$ cat src/rtl/uart_pkg.sv
// Shared UART definitions: receiver state encoding, oversampling constants
// and the oversample divider calculation.
package uart_pkg;

    localparam int unsigned OS_RATE    = 16;
    localparam int unsigned MID_SAMPLE = 7;
    localparam int unsigned DATA_BITS  = 8;

    typedef enum logic [2:0] {
        IDLE   = 3'd0,
        START  = 3'd1,
        DATA   = 3'd2,
        PARITY = 3'd3,
        STOP   = 3'd4,
        BREAK  = 3'd5
    } rx_state_t;

    // clk cycles per oversample tick (integer truncation)
    function automatic int unsigned calc_tick_div(input int unsigned clk_freq,
                                                  input int unsigned baud_rate);
        return clk_freq / (baud_rate * OS_RATE);
    endfunction

endpackage

$ cat src/rtl/uart_rx_os16_if.sv
// Byte-side handshake between uart_rx_os16 and its consumer.
// UART_RX_PARITY_EN adds the parity_err pulse.
interface uart_rx_os16_if;

    logic [7:0] rx_data;
    logic       rx_valid;
    logic       rx_ack;
    logic       frame_err;
    logic       overrun;
    logic       busy;
`ifdef UART_RX_PARITY_EN
    logic       parity_err;
`endif

`ifdef UART_RX_PARITY_EN
    modport master (output rx_data, rx_valid, frame_err, overrun, busy, parity_err,
                    input  rx_ack);
    modport slave  (input  rx_data, rx_valid, frame_err, overrun, busy, parity_err,
                    output rx_ack);
`else
    modport master (output rx_data, rx_valid, frame_err, overrun, busy,
                    input  rx_ack);
    modport slave  (input  rx_data, rx_valid, frame_err, overrun, busy,
                    output rx_ack);
`endif

endinterface

$ cat src/rtl/uart_tick_gen.sv
// Free-running clock divider producing a one-clk tick every DIV cycles,
// with a synchronous clear to re-align the phase.
module uart_tick_gen #(
    parameter int unsigned DIV = 6
) (
    input  logic clk,
    input  logic rst,
    input  logic clr,
    output logic tick_c
);

    localparam int unsigned CNT_W = (DIV > 1) ? $clog2(DIV) : 1;

    logic [CNT_W-1:0] cnt_q;

    assign tick_c = (cnt_q == CNT_W'(DIV - 1));

    // divider counter, wraps at DIV-1, cleared by rst or clr
    always_ff @(posedge clk) begin
        if (rst || clr) begin
            cnt_q <= '0;
        end else if (tick_c) begin
            cnt_q <= '0;
        end else begin
            cnt_q <= cnt_q + CNT_W'(1);
        end
    end

endmodule

$ cat src/rtl/uart_rx_os16.sv
// 16x oversampled 8N1 UART receiver with valid/ack byte handshake,
// framing-error and overrun pulses. Define UART_RX_PARITY_EN for a
// parity bit (PARITY_ODD selects odd) and the parity_err pulse.
module uart_rx_os16
    import uart_pkg::*;
#(
    parameter int unsigned CLK_FREQ  = 1000000,
    parameter int unsigned BAUD_RATE = 9600,
    parameter int unsigned TICK_DIV  = calc_tick_div(CLK_FREQ, BAUD_RATE)
`ifdef UART_RX_PARITY_EN
    ,
    parameter bit          PARITY_ODD = 1'b0
`endif
) (
    input  logic           clk,
    input  logic           rst,
    input  logic           rx,
    uart_rx_os16_if.master rx_if
);

    // divider below 2 leaves no room for a distinct tick phase
    if (TICK_DIV < 2) begin : g_tick_div_check
        $error("uart_rx_os16: TICK_DIV must be >= 2");
    end

    localparam logic [3:0] S_MID  = 4'(MID_SAMPLE);
    localparam logic [3:0] S_LAST = 4'(OS_RATE - 1);
    localparam logic [2:0] B_LAST = 3'(DATA_BITS - 1);

    logic       rx_meta;
    logic       rx_s;
    logic       tick_c;
    logic       tick_clr_c;
    logic       deliver_c;

    rx_state_t  state_q, state_d;
    logic [3:0] s_q, s_d;
    logic [2:0] bit_q, bit_d;
    logic [7:0] shift_q, shift_d;
    logic [7:0] data_q, data_d;
    logic       valid_q, valid_d;
    logic       fe_q, fe_d;
    logic       ov_q, ov_d;
    logic       busy_q, busy_d;
`ifdef UART_RX_PARITY_EN
    logic       par_q, par_d;
    logic       pe_q, pe_d;
`endif

    // two-flop synchroniser for the asynchronous rx pin
    always_ff @(posedge clk) begin
        if (rst) begin
            rx_meta <= 1'b1;
            rx_s    <= 1'b1;
        end else begin
            rx_meta <= rx;
            rx_s    <= rx_meta;
        end
    end

    uart_tick_gen #(
        .DIV (TICK_DIV)
    ) u_tick_gen (
        .clk    (clk),
        .rst    (rst),
        .clr    (tick_clr_c),
        .tick_c (tick_c)
    );

    // state and datapath registers
    always_ff @(posedge clk) begin
        if (rst) begin
            state_q <= IDLE;
            s_q     <= '0;
            bit_q   <= '0;
            shift_q <= '0;
            data_q  <= '0;
            valid_q <= 1'b0;
            fe_q    <= 1'b0;
            ov_q    <= 1'b0;
            busy_q  <= 1'b0;
`ifdef UART_RX_PARITY_EN
            par_q   <= 1'b0;
            pe_q    <= 1'b0;
`endif
        end else begin
            state_q <= state_d;
            s_q     <= s_d;
            bit_q   <= bit_d;
            shift_q <= shift_d;
            data_q  <= data_d;
            valid_q <= valid_d;
            fe_q    <= fe_d;
            ov_q    <= ov_d;
            busy_q  <= busy_d;
`ifdef UART_RX_PARITY_EN
            par_q   <= par_d;
            pe_q    <= pe_d;
`endif
        end
    end

    // next-state, sampling and handshake logic
    always_comb begin
        state_d    = state_q;
        s_d        = s_q;
        bit_d      = bit_q;
        shift_d    = shift_q;
        data_d     = data_q;
        valid_d    = valid_q;
        fe_d       = 1'b0;
        ov_d       = 1'b0;
        tick_clr_c = 1'b0;
        deliver_c  = 1'b0;
`ifdef UART_RX_PARITY_EN
        par_d      = par_q;
        pe_d       = 1'b0;
`endif

        // sample counter runs only while a frame is being timed
        if (tick_c && (state_q != IDLE) && (state_q != BREAK)) begin
            s_d = s_q + 4'd1;
        end

        case (state_q)
            IDLE: begin
                if (!rx_s) begin
                    state_d    = START;
                    s_d        = '0;
                    tick_clr_c = 1'b1;
                end
            end
            START: begin
                if (tick_c && (s_q == S_MID)) begin
                    if (!rx_s) begin
                        state_d = DATA;
                        s_d     = '0;
                        bit_d   = '0;
                    end else begin
                        state_d = IDLE;
                    end
                end
            end
            DATA: begin
                if (tick_c && (s_q == S_LAST)) begin
                    shift_d = {rx_s, shift_q[7:1]};
                    bit_d   = bit_q + 3'd1;
                    if (bit_q == B_LAST) begin
`ifdef UART_RX_PARITY_EN
                        state_d = PARITY;
`else
                        state_d = STOP;
`endif
                    end
                end
            end
`ifdef UART_RX_PARITY_EN
            PARITY: begin
                if (tick_c && (s_q == S_LAST)) begin
                    par_d   = rx_s;
                    state_d = STOP;
                end
            end
`endif
            STOP: begin
                if (tick_c && (s_q == S_LAST)) begin
                    if (rx_s) begin
                        deliver_c = 1'b1;
                        state_d   = IDLE;
                    end else begin
                        fe_d    = 1'b1;
                        state_d = BREAK;
                    end
                end
            end
            BREAK: begin
                if (rx_s) begin
                    state_d = IDLE;
                end
            end
            default: begin
                state_d = IDLE;
            end
        endcase

        if (valid_q && rx_if.rx_ack) begin
            valid_d = 1'b0;
        end

        // a new byte overrides a same-cycle ack
        if (deliver_c) begin
            data_d  = shift_q;
            valid_d = 1'b1;
            ov_d    = valid_q && !rx_if.rx_ack;
`ifdef UART_RX_PARITY_EN
            pe_d    = ((^shift_q) ^ par_q) != PARITY_ODD;
`endif
        end

        busy_d = (state_d != IDLE);
    end

    assign rx_if.rx_data   = data_q;
    assign rx_if.rx_valid  = valid_q;
    assign rx_if.frame_err = fe_q;
    assign rx_if.overrun   = ov_q;
    assign rx_if.busy      = busy_q;
`ifdef UART_RX_PARITY_EN
    assign rx_if.parity_err = pe_q;
`endif

endmodule

$ cat src/flat_wrapper.sv
// flat-port wrapper written by rule: the top's interface ports become plain ports
module uart_rx_os16_flat import uart_pkg::*;
#(
    parameter int unsigned CLK_FREQ  = 1000000,
    parameter int unsigned BAUD_RATE = 9600,
    parameter int unsigned TICK_DIV  = calc_tick_div(CLK_FREQ, BAUD_RATE)

)
  (clk, rst, rx, rx_if_rx_data, rx_if_rx_valid, rx_if_frame_err, rx_if_overrun, rx_if_busy, rx_if_rx_ack);
  uart_rx_os16_if rx_if_i ();
  input  logic clk;
  input  logic rst;
  input  logic rx;
  output wire logic [$bits(rx_if_i.rx_data)-1:0] rx_if_rx_data;
  output wire logic [$bits(rx_if_i.rx_valid)-1:0] rx_if_rx_valid;
  output wire logic [$bits(rx_if_i.frame_err)-1:0] rx_if_frame_err;
  output wire logic [$bits(rx_if_i.overrun)-1:0] rx_if_overrun;
  output wire logic [$bits(rx_if_i.busy)-1:0] rx_if_busy;
  input wire logic [$bits(rx_if_i.rx_ack)-1:0] rx_if_rx_ack;
  assign rx_if_rx_data = rx_if_i.rx_data;
  assign rx_if_rx_valid = rx_if_i.rx_valid;
  assign rx_if_frame_err = rx_if_i.frame_err;
  assign rx_if_overrun = rx_if_i.overrun;
  assign rx_if_busy = rx_if_i.busy;
  assign rx_if_i.rx_ack = rx_if_rx_ack;
  uart_rx_os16 #(.CLK_FREQ(CLK_FREQ), .BAUD_RATE(BAUD_RATE), .TICK_DIV(TICK_DIV)) u_core (.clk(clk), .rst(rst), .rx(rx), .rx_if(rx_if_i));
endmodule
$ cat config.mk
export PLATFORM = sky130hd
export DESIGN_NAME = uart_rx_os16_flat
export DESIGN_NICKNAME = d
export VERILOG_FILES = /design/src/rtl/uart_pkg.sv /design/src/rtl/uart_rx_os16_if.sv /design/src/rtl/uart_tick_gen.sv /design/src/rtl/uart_rx_os16.sv /design/src/flat_wrapper.sv
export SDC_FILE = /design/constraint.sdc
export NUM_CORES = 1
export LEC_CHECK = 0
export BUFFER_PORTS_ARGS = -buffer_cell sky130_fd_sc_hd__buf_2
export CAP_MARGIN = 10
export CORE_MARGIN = 1
export CORE_UTILIZATION = 54
export CTS_BUF_LIST = sky130_fd_sc_hd__clkbuf_8
export CTS_CLUSTER_DIAMETER = 50
export DETAILED_ROUTE_END_ITERATION = 12
export GPL_TIMING_DRIVEN = 0
export HOLD_SLACK_MARGIN = 0.02
export PLACE_DENSITY = 0.8
export SLEW_MARGIN = 20
export SYNTH_ARGS = -nofsm -noshare
export SYNTH_HDL_FRONTEND = slang
export SYNTH_HIERARCHICAL = 1
export SYNTH_SLANG_ARGS = --single-unit
$ cat constraint.sdc
create_clock -name clk -period 1.8 [get_ports clk]
set_input_delay 0.09 -clock clk [delete_from_list [all_inputs] [get_ports clk]]
set_output_delay 0.09 -clock clk [all_outputs]
set_load 0.005 [all_outputs]
Yosys cells after proc, flatten, opt, wreduce, memory -nomap -nowiden
Index checks and enable logic that the tools add are counted.
Widths: inputs -> output; s select.
{"block": "totals", "latchBits": 0, "regBits": 35, "mem_bits_ro": 0, "n_memories": 0, "mem_bits_rw": 0, "output_inout_bits": 12}
{"block": "op_classes", "n_addsub": 3, "n_eq_ne": 12, "magnitude_cmp": 0, "div_mod_pow": 0, "reduce_logical": 18, "n_bitwise": 3, "shift": 0, "mux": 24, "mul": 0}
{"op": "$mux 3", "count": 10}
{"op": "$pmux 3 s5", "count": 1}
{"op": "$eq 3x3->1 const B", "count": 4}
{"op": "$mux 4", "count": 3}
{"op": "$pmux 4 s2", "count": 1}
{"op": "$mux 1", "count": 7}
{"op": "$add 3x1->3 const B", "count": 2}
{"op": "$logic_and 1x1->1", "count": 6}
{"op": "$pmux 3 s2", "count": 1}
{"op": "$reduce_bool 3->1", "count": 2}
{"op": "$add 4x1->4 const B", "count": 1}
{"op": "$eq 4x3->1 const B", "count": 1}
{"op": "$eq 4x4->1 const B", "count": 1}
{"op": "$ne 2x1->1 const B", "count": 2}
{"op": "$reduce_and 4->1", "count": 1}
{"op": "$reduce_bool 2->1", "count": 2}
{"op": "$reduce_or 2->1", "count": 2}
{"op": "$eq 3x1->1 const B", "count": 1}
{"op": "$eq 3x2->1 const B", "count": 1}
{"op": "$logic_not 3->1", "count": 1}
{"op": "$ne 3x3->1 const B", "count": 1}
{"op": "$not 1->1", "count": 3}
{"op": "$reduce_or 3->1", "count": 1}
{"op": "$mux 2", "count": 1}
{"op": "other kinds (4)", "count": 4}

Logic depth before layout (Yosys ltp)
{"block": "depth", "depth_word": 7, "depth_mapped": 8, "depth_no_buf": 7}

Cells and area by module
Netlist, hierarchy kept.
{"module": "uart_rx_os16", "cells_per_inst": 133, "area_each_um2": 1330.0, "n_inst": 1}
{"module": "uart_tick_gen", "cells_per_inst": 13, "area_each_um2": 138.9, "n_inst": 1}

Least setup slack after synthesis
Ideal clock, no wire load.
{"block": "synth_timing", "kind": "register to register", "startpoint": "register u_core.u_tick_gen.cnt_q[0]", "endpoint": "register u_core.busy_q (netlist: u_core/rx_if.busy)", "setup_time_ns": 0.123, "arrival_ns": 1.717, "n_path_buf": 0, "path_stages_with_launch": 7, "path_slack_ns": -0.040, "path_cell_list": "dfxtp_1 ha_1 and2_1 nand4_2 or2_2 a22o_1 a311o_2"}
{"block": "synth_between", "elab_chain_cells": 5}
{"element": "start, declared", "line": "uart_tick_gen.sv:14", "source": "logic [CNT_W-1:0] cnt_q;"}
{"element": "start signal, assigned", "line": "uart_tick_gen.sv:25", "source": "cnt_q <= cnt_q + CNT_W'(1);"}
{"element": "$eq 3x3->1 *", "line": "uart_tick_gen.sv:16", "source": "assign tick_c = (cnt_q == CNT_W'(DIV - 1));"}
{"element": "net u_core.tick_c", "line": "uart_rx_os16.sv:32", "source": "logic tick_c;"}
{"element": "$logic_and 1x1->1, on equally long branches", "line": "uart_rx_os16.sv:145, uart_rx_os16.sv:166, uart_rx_os16.sv:134"}
{"element": "$mux 3, on equally long branches", "line": "uart_rx_os16.sv:166, uart_rx_os16.sv:134, uart_rx_os16.sv:145"}
{"element": "$pmux 3 s5 *", "line": "uart_rx_os16.sv:125", "source": "case (state_q)"}
{"element": "$reduce_bool 3->1 *", "line": "uart_rx_os16.sv:200", "source": "busy_d = (state_d != IDLE);"}
{"element": "end signal, assigned", "line": "uart_rx_os16.sv:95", "source": "busy_q <= busy_d;"}
{"element": "end, declared", "line": "uart_rx_os16.sv:44", "source": "logic busy_q, busy_d;"}
The timed path passes the listed nets; every way through them passes the cells marked *.
A chain may end at the register's enable or synchronous reset.

Worst setup path in the final report
{"block": "layout_timing", "startpoint": "register u_core.state_q[0]", "endpoint": "register u_core.busy_q (netlist: u_core/rx_if.busy)"}
{"block": "layout_between", "elab_chain_cells": 4}
{"element": "start, declared", "line": "uart_rx_os16.sv:36", "source": "rx_state_t state_q, state_d;"}
{"element": "start signal, assigned", "line": "uart_rx_os16.sv:87", "source": "state_q <= state_d;"}
{"element": "$mux 3", "line": "uart_rx_os16.sv:148", "source": "if (bit_q == B_LAST) begin"}
{"element": "$mux 3", "line": "uart_rx_os16.sv:145", "source": "if (tick_c && (s_q == S_LAST)) begin"}
{"element": "$pmux 3 s5 *", "line": "uart_rx_os16.sv:125"}
{"element": "$reduce_bool 3->1 *", "line": "uart_rx_os16.sv:200"}
Every way passes the cells marked *; elsewhere a longest branch is shown, timed or not.

==> run_results.csv <==
group,metric,value,unit
sta,setup_slack,0.05295,ns
setup_path,crit_chain,"or3b_1 > buf_2 > or3_1 > a221oi_2 > a311o_2",
layout,diodes,0,
sta,tightest_slew,0.5107,ns
logic_synthesis,synth-seq-cells,35,
logic_synthesis,synth_common_cells,"35 x dfxtp_1, 25 x nor2_1, 20 x mux2i_1",
sta,skew,0.005862,ns
grt,grt_overflow,0,
grt,grt_max_degree,11,
logic_synthesis,ys_seq_area_frac,0.4770,
layout,finalNonFillerCells,204,
placement,hpwl,1.815,mm
sta,hold_violations,0,
setup_path,crit_slowest_cell,"or3b_1",
power,p_per_area,797.2,nW/um^2
placement,portBuffers,15,
logic_synthesis,yosysMostFrequentCell,"dfxtp_1",
logic_synthesis,async_reset_ff_frac,0,
layout,drive_above_1_share,0.2586,
power,p_leak,0.7317,nW
clock_network,cts_max_level,2,
layout,final-seq-area,705.7,um^2
setup_path,path_max_fanout,7,
logic_synthesis,synthCells,146,
routing,wl,2.668,mm
logic_synthesis,synthFlopType,"dfxtp_1",
clock_network,cts_buffers,5,
sta,post-route-min-period,1.747,ns
placement,gp_congestion,0.7873,
layout,multiInputGateArea,772.0,um^2
logic_synthesis,synth-edff-count,0,
setup_path,critPathKind,"register to register",
die,ios,16,
clock_network,cts_sinks,35,
sta,slew_headroom,0.6595,
logic_synthesis,avgSynthCellArea,10.06,um^2
setup_path,arrival,1.97,ns
die,die_area,2933,um^2
routing,drc_errors,0,
logic_synthesis,yosys.cell_types.count,35,
setup_path,crit_required,2.03,ns
routing,ant_nets,0,
routing,drtIter0Drc,10,
layout,nets,183,
logic_synthesis,syn_area,1469,um^2
run_status,status,"finished clean",
die,die-height,54.16,um
power,ir_drop,764.4,uV
routing,via_per_inst,5.446,
flow_run,maxCapViolCount,0,
setup_path,crit_path_start_kind,"register",
min_path,min_path_type,"input pin to register",
clock_network,clkLatencyLatePin,0.28,ns
setup_path,endpoint_kind,"register",
clock_network,clock_path_buffers,2,
sta,setup_viol,0,
placement,place_ws,-0.1090,ns
clock_network,tritoncts,"built",
routing,vias,1111,
logic_synthesis,synth_fp_nets,155,
routing,wl_per_cell,13.08,um
die,die_x,54.16,um
logic_synthesis,synth_top_area_frac,0.4770,
layout,fill_cells,191,
die,core,2522,um^2
logic_synthesis,synth_top_area_cell,"dfxtp_1",
setup_path,cpPeakStageDelay,0.40,ns
logic_synthesis,ys_warn_count,6,
die,num_rows,18,
sta,drv_slew,0,
clock_network,root_buffer,"clkbuf_8",
grt,antenna_found_initial,0,
layout,area_growth,20.36,%
sta,max_clock_freq,0.5724,GHz
routing,first_pass_iters,4,
die,initial_core_util,0.5823,
logic_synthesis,ys_top_cells_by_area,"dfxtp_1 48%, mux2i_1 14%, nor2_1 6.4%",
grt,grt_pass1_wl,4.340,mm
grt,grt_use_total,0.2089,
clock_network,path_clk_slew,0.07,ns
sta,period_share,0.9706,
grt,grt_pass1_vias,1024,
placement,dp.cells,191,
cell usage in the layout (no fill, tap or decap), types with 2 or more instances in the layout:
cell type      count
nand2b_1           6
clkbuf_8           6
a21oi_1            3
inv_1              2
nor3b_1            3
nor3_1             4
or2_2              3
or3_1              3
ha_1               3
buf_4              4
buf_2             17
o21ai_0            3
buf_1              3
dlygate4sd3_1      2
xor2_1             4
clkbuf_1           2
nor2_1            25
or3b_1             2
nand2_1            2
dfxtp_1           33
mux2i_1           20
routing by layer:
metal,share of wire,global-route usage,vias to the layer above
met5,0,0,-
met4,0.013,0.07692,0
met3,0.043,0.07062,6
met2,0.50,0.3557,23
met1,0.44,0.2392,525
li1,-,-,557
per-stage QoR:
stage / TNS (ns) / hold WS [ns] / power [mW] / utilization / area (um^2)
3_3_place_gp: -0.6001 / 0.2746 / 0.8571 / 0.6314 / 1593
6_report: 0 / 0.1114 / 1.409 / 0.7009 / 1768
2_1_floorplan: 0 / 0.1546 / 0.8450 / - / 1480
3_5_place_dp: -0.7753 / 0.2800 / 0.8600 / 0.6314 / 1593
4_1_cts: 0 / 0.1015 / 1.421 / 0.6845 / 1727
5_1_grt: -0.08392 / 0.1225 / 1.465 / 0.7009 / 1768
kinds of logic (layout without fill, tap and decap cells):
kind of cell	after synthesis	in the layout	synth area share
AOI/OAI and AO/OA	14	14	0.07410
xor gates and xnor gates	4	4	0.02385
adders and majority gates	5	5	0.04259
buffers and inverters	10	38	0.02726
DFF	35	35	0.4770
muxes	20	20	0.1363
and+or+nand+nor	58	58	0.2189
sequential cells by signal, summed over array words and instances (netlist names), 3 cells and up:
signal / flops
u_core/rx_if.rx_data: 8
u_core/u_tick_gen/cnt_q: 3
u_core/bit_q: 3
u_core/state_q: 3
u_core/shift_q: 8
u_core/s_q: 4
worst max-delay path, delay by kind of cell (launching register included):
kind / cells / cell delay [ns]
buffers and inverters: 1 / 0.17
AOI/OAI and AO/OA: 2 / 0.42
DFF: 1 / 0.38
and+or+nand+nor: 2 / 0.73
final timing paths:
path / from / endpoint / slack (ns) / cells after the start
hold / removal: rst / u_core/u_tick_gen/cnt_q[0] / 0.11 / 3
hold reg to reg: u_core/rx_meta / u_core/rx_s / 0.41 / 1
setup reg to reg: u_core/state_q[0] / u_core/rx_if.busy / 0.05 / 5
setup / recovery: u_core/state_q[0] / u_core/rx_if.busy / 0.05 / 5
where the power goes:
group / switching (mW) / leakage (nW) / internal (mW)
Combinational: 0.0307 / 0.401 / 0.0291
Sequential: 0.00851 / 0.284 / 0.785
Clock: 0.257 / 0.0470 / 0.300
Total: 0.296 / 0.732 / 1.11
timing repair:
action | in CTS | in global routing
buffers inserted | 3 | 0
endpoints found under the hold margin | 2 | 0
setup endpoints to repair | 10 | 9
hold buffers | 2 | 0
resized for setup | 2 | 10
cloned | 0 | 1
area by class of cell:
class,instances,area share
multi-input cells,101,0.4367
flip-flops and latches,35,0.3991
clock buffers,6,0.04671
inverters,3,0.006369
plain buffers,7,0.01769
repair buffers,21,0.06936
well taps,30,0.02123
clock inverters,1,0.002831
(Power assumes the default switching activity.)
